<file path="src/rtl/riscv_pkg.sv">
// Shared encodings for the unified-memory arbiter: FSM states and the
// round-robin "last grant" marker.
package riscv_pkg;

    typedef enum logic [1:0] {
        IDLE   = 2'd0,
        BUSY_I = 2'd1,
        BUSY_D = 2'd2,
        RESP   = 2'd3
    } arb_state_t;

    typedef enum logic {
        GRANT_FETCH = 1'b0,
        GRANT_DATA  = 1'b1
    } grant_t;

endpackage

</file>
<file path="src/rtl/mem_arbiter.sv">
// Shares one single-port memory between instruction fetch and load/store,
// alternating on contention and aborting accesses the memory never completes.
module mem_arbiter
    import riscv_pkg::*;
#(
    parameter int ADDR_W  = 32,
    parameter int DATA_W  = 32,
    parameter int TIMEOUT = 16
) (
    input  logic              clk,
    input  logic              reset,
    input  logic              if_req,
    input  logic [ADDR_W-1:0] if_addr,
    output logic [DATA_W-1:0] if_rdata,
    output logic              if_ack,
    input  logic              d_req,
    input  logic              d_we,
    input  logic [ADDR_W-1:0] d_addr,
    input  logic [DATA_W-1:0] d_wdata,
    output logic [DATA_W-1:0] d_rdata,
    output logic              d_ack,
    output logic              err,
    output logic              mem_req,
    output logic              mem_we,
    output logic [ADDR_W-1:0] mem_addr,
    output logic [DATA_W-1:0] mem_wdata,
    input  logic [DATA_W-1:0] mem_rdata,
    input  logic              mem_ready,
    output logic              stall
);

    localparam int               CNT_W    = (TIMEOUT > 1) ? $clog2(TIMEOUT) : 1;
    localparam logic [CNT_W-1:0] CNT_LAST = CNT_W'(TIMEOUT - 1);

    arb_state_t        r_state;
    arb_state_t        w_next_state;
    grant_t            r_last_grant;
    logic [CNT_W-1:0]  r_wait_cnt;
    logic [CNT_W-1:0]  w_wait_inc;
    logic              r_timed_out;
    logic [ADDR_W-1:0] r_addr;
    logic              r_we;
    logic [DATA_W-1:0] r_wdata;
    logic [DATA_W-1:0] r_if_rdata;
    logic [DATA_W-1:0] r_d_rdata;
    logic              w_grant_if;
    logic              w_grant_d;
    logic              w_busy;
    logic              w_abort;

    assign w_busy     = (r_state == BUSY_I) || (r_state == BUSY_D);
    assign w_wait_inc = r_wait_cnt + CNT_W'(1);

    always_ff @(posedge clk) begin
        if (reset) begin
            r_state <= IDLE;
        end else begin
            r_state <= w_next_state;
        end
    end

    // Fetch wins a tie unless it was the previous grant.
    always_comb begin
        w_next_state = r_state;
        w_grant_if   = 1'b0;
        w_grant_d    = 1'b0;
        w_abort      = 1'b0;
        mem_req      = 1'b0;
        mem_we       = 1'b0;
        if_ack       = 1'b0;
        d_ack        = 1'b0;
        err          = 1'b0;
        case (r_state)
            IDLE: begin
                if (if_req && (!d_req || (r_last_grant == GRANT_DATA))) begin
                    w_grant_if   = 1'b1;
                    w_next_state = BUSY_I;
                end else if (d_req) begin
                    w_grant_d    = 1'b1;
                    w_next_state = BUSY_D;
                end
            end
            BUSY_I, BUSY_D: begin
                mem_req = 1'b1;
                mem_we  = (r_state == BUSY_D) && r_we;
                if (mem_ready) begin
                    w_next_state = RESP;
                end else if (w_wait_inc == CNT_LAST) begin
                    w_abort      = 1'b1;
                    w_next_state = RESP;
                end
            end
            RESP: begin
                if_ack       = (r_last_grant == GRANT_FETCH);
                d_ack        = (r_last_grant == GRANT_DATA);
                err          = r_timed_out;
                w_next_state = IDLE;
            end
            default: w_next_state = IDLE;
        endcase
    end

    always_ff @(posedge clk) begin
        if (reset) begin
            r_last_grant <= GRANT_DATA;
            r_wait_cnt   <= '0;
            r_timed_out  <= 1'b0;
        end else if (w_grant_if || w_grant_d) begin
            r_last_grant <= w_grant_if ? GRANT_FETCH : GRANT_DATA;
            r_wait_cnt   <= '0;
            r_timed_out  <= 1'b0;
        end else if (w_busy && !mem_ready) begin
            r_wait_cnt  <= w_wait_inc;
            r_timed_out <= w_abort;
        end
    end

    // Command fields are frozen at grant so the memory sees a stable request.
    always_ff @(posedge clk) begin
        if (w_grant_if) begin
            r_addr <= if_addr;
            r_we   <= 1'b0;
        end else if (w_grant_d) begin
            r_addr  <= d_addr;
            r_we    <= d_we;
            r_wdata <= d_wdata;
        end
    end

    always_ff @(posedge clk) begin
        if (reset) begin
            r_if_rdata <= '0;
            r_d_rdata  <= '0;
        end else if (mem_ready) begin
            if (r_state == BUSY_I) begin
                r_if_rdata <= mem_rdata;
            end
            if ((r_state == BUSY_D) && !r_we) begin
                r_d_rdata <= mem_rdata;
            end
        end
    end

    assign mem_addr  = r_addr;
    assign mem_wdata = r_wdata;
    assign if_rdata  = r_if_rdata;
    assign d_rdata   = r_d_rdata;
    assign stall     = (if_req && !if_ack) || (d_req && !d_ack);

endmodule

</file>
<file path="config.mk">
export PLATFORM = sky130hd
export DESIGN_NAME = mem_arbiter
export DESIGN_NICKNAME = d
export VERILOG_FILES = /design/src/rtl/riscv_pkg.sv /design/src/rtl/mem_arbiter.sv
export SDC_FILE = /design/constraint.sdc
export NUM_CORES = 1
export LEC_CHECK = 0
export ABC_AREA = 1
export CAP_MARGIN = 10
export CORE_MARGIN = 2
export CORE_UTILIZATION = 40
export CTS_CLUSTER_SIZE = 24
export DETAILED_ROUTE_END_ITERATION = 8
export PLACE_DENSITY = 0.81
export REMOVE_ABC_BUFFERS = 1
export SYNTH_ARGS = -nofsm -noshare
export SYNTH_HDL_FRONTEND = slang
export SYNTH_SLANG_ARGS = --single-unit
</file>
<file path="constraint.sdc">
create_clock -name clk -period 2.45 [get_ports clk]
set_input_delay 0.735 -clock clk [delete_from_list [all_inputs] [get_ports clk]]
set_output_delay 0.735 -clock clk [all_outputs]
set_load 0.005 [all_outputs]
</file>
==> impl_metrics.toml <==
[synthesis]
synth_top_area_share_pct = 36.9
synth_area_per_cell_um2 = 9.74
synth-seq-cells = 137
ys_types = 24
syn_inst = 534
ys_seq_area_share_pct = 65.0
yosys_warnings = 0
synth_area_um2 = 5200
synthTopCellsByArea = "edfxtp_1 37%, dfxtp_1 28%, nor2_1 8.6%"
yosys.area.top_type = "edfxtp_1"

[detailed_routing]
wire_per_inst_um = 17.5
drcViolationCount = 0
detail_route.first_pass.iterations = 5
vias_per_cell = 4.80
ant_nets = 0
vias = 4758
drtIter0Drc = 359
detail_route.wirelength_mm = 17.3

[floorplanning]
start_util_pct = 41.1
core-area_um2 = 12700
dieArea_um2 = 13900
die_w_um = 118
fp.dieH_um = 118
rows = 41
io_pins = 268

[power_and_ir_drop]
peakVddDrop_mv = 0.684
p_per_area_nw_per_um2 = 1020
seq_power_share_pct = 38.1
combPwrFrac_pct = 31.6
power_uw = 8850
clkPwrFrac_pct = 30.3
switching_share_pct = 28.7
p_sw_uw = 2540
p_int_uw = 6310
p_leak_uw = 0.00347

[setup_path]
critPathMaxFanout = 2
rr_startpoint = "r_state[0]$_SDFFE_PP0P_"
crit_type = "input port to output port"
worst_path_max_delay_cell = "clkdlybuf4s50_1"
worstPathCellList = "clkdlybuf4s50_1, inv_1, o22ai_1, clkdlybuf4s15_1"
r2r_cells = 6
worst-endpoint-required_ns = 1.71
cp.arrival_ns = 1.66
cp_slowest_stage_delay_ns = 0.48
timing.rr.end = "mem_addr[1]$_DFFE_PP_"
endpoint_kind = "output port"
setup.worst_path.start_class = "input port"
startpoint = "d_req"
crit_family = "buffers and inverters"
path_buf_inv = 3
r2r_slack_ns = 0.73

[placement]
dp_hpwl_mm = 12.5
io_buffers = 267
place_congestion = 0.849
pre_cts_ws_ns = -0.230

[cells_and_area]
area_delta_synth_final_pct = 67.1
final_util_pct = 68.6
mostFrequentLayoutCells = "263 x clkdlybuf4s50_1, 119 x nor2_1, 117 x nand2_1, 71 x dfxtp_1, 64 x edfxtp_1"
n_antenna_cell = 0
final_common_cell = "clkdlybuf4s50_1"
nFillCells = 910
drive_above_1_share_pct = 9.27
seqCellArea_um2 = 3390
fin_nets = 947
multi_input_area_um2 = 1570

[sta]
finalHoldViolations = 0
worst_slack_ns = 0.0584
hold_slack_ns = 0.481
clock.fmax_mhz = 418
drv_slew = 0
setup_tns_ns = 0
rsz0062_at_grt = "false"
setup_violations = 0
min_period_ns = 2.39
skew_ns = 0.00534
fin_crit_sh_pct = 97.6
tightestPinTransition_ns = 0.560
slew_headroom_pct = 62.6

[hold_path]
min_to = "if_rdata[28]$_SDFFE_PP0P_"
hold_class = "register to register"
min_delay_path_depth = 2
hp-start = "if_rdata[28]$_SDFFE_PP0P_"

[grt]
grt_pass1_vias = 4827
overflow = 0
grt_max_degree = 37
gr-usage-all-layers_pct = 24.7
grt_pass1_wl_mm = 26.4
grt_antenna_before_repair = 1

[run]
maxCapViolations = 0

[clocking]
cts_setup_buffers = 0
clockBufferDepth = 2
h-tree-depth = 4
path_clk_slew_ns = 0.06
clkSinkCount = 137
cts_tree = "yes"
root_buffer = "clkbuf_16"
cts_hold_buf = 0
cts_buffers = 17
insertion_delay_ns = 0.41

[outcome]
status = "finished clean"
==> how the worst max path moves through the flow <==
stage                             to  slack, ns  cells past startpoint
6_report                       stall       0.06                      4
5_1_grt                        stall       0.01                      4
4_1_cts                        stall       0.04                      4
3_5_place_dp                   stall      -0.23                      4
3_3_place_gp                   stall      -0.24                      4
2_1_floorplan  mem_addr[0]$_DFFE_PP_       0.19                      3
==> sequential cells by signal, indices dropped and copies added (netlist names), 2 cells and up <==
signal / cells
mem_addr: 32
r_state: 2
d_rdata: 32
if_rdata: 32
mem_wdata: 32
r_wait_cnt: 4
==> layer usage <==
metal | vias up | GRT usage [%] | share of wire, %
li1 | 2283 | - | -
met1 | 2218 | 26.5 | 37
met2 | 221 | 41.9 | 50
met3 | 34 | 11.3 | 11
met4 | 2 | 10.6 | 2.9
met5 | - | 0 | 0.075
==> logic make-up (layout without fill, tap and decap cells) <==
kind of cell               count (synthesis)  in the layout  share of synthesized area [%]
buffers and inverters                     46            332                           4.79
AOI/OAI and AO/OA                         77             77                           7.48
DFF                                      137            137                           65.0
and+or+nand+nor                          268            268                           21.3
adders and majority gates                  6              6                           1.44
==> final cells by class <==
type	count	share of cell area, %
timing repair buffer	279	32.2
tap	172	2.48
sequential	137	39.0
clock inverter	8	1.18
multi-input combinational	351	18.1
inverter	21	0.936
clock buffer	24	6.16
==> power by group through the flow <==
stage	combinational (uW)	sequential (uW)	clock [uW]
final	2800	3370	2680
after global routing	3040	3420	2830
after CTS	2830	3370	2730
after detailed placement	2800	3400	0
after global placement	2720	3370	0
after floorplan	946	3440	0
==> repair_timing <==
action / 4_1_cts / 5_1_grt
pin swaps: 0 / 0
setup endpoints to repair: 3 / 2
gates resized for setup: 6 / 2
==> tightest hold or removal path: cells and delay by family (launching register included) <==
family / cells / cell delay [ns]
and+or+nand+nor: 2 / 0.12
DFF: 1 / 0.32
==> cell usage after synthesis (all sizes together) <==
cell type / count
a21oi: 8
or2: 1
o21ai: 67
buf: 15
inv: 21
nand4: 1
edfxtp: 64
o22ai: 1
nand2: 119
nor2: 141
nand3: 6
dfxtp: 73
clkbuf: 10
ha: 6
o211ai: 1
==> per-stage QoR <==
step                      area, um2  std cells
after CTS                      8690        992
after floorplan                5030        509
final                          8690        992
after global routing           8690        992
after global placement         8050        960
after detailed placement       8050        960
(Power assumes the default switching activity.)
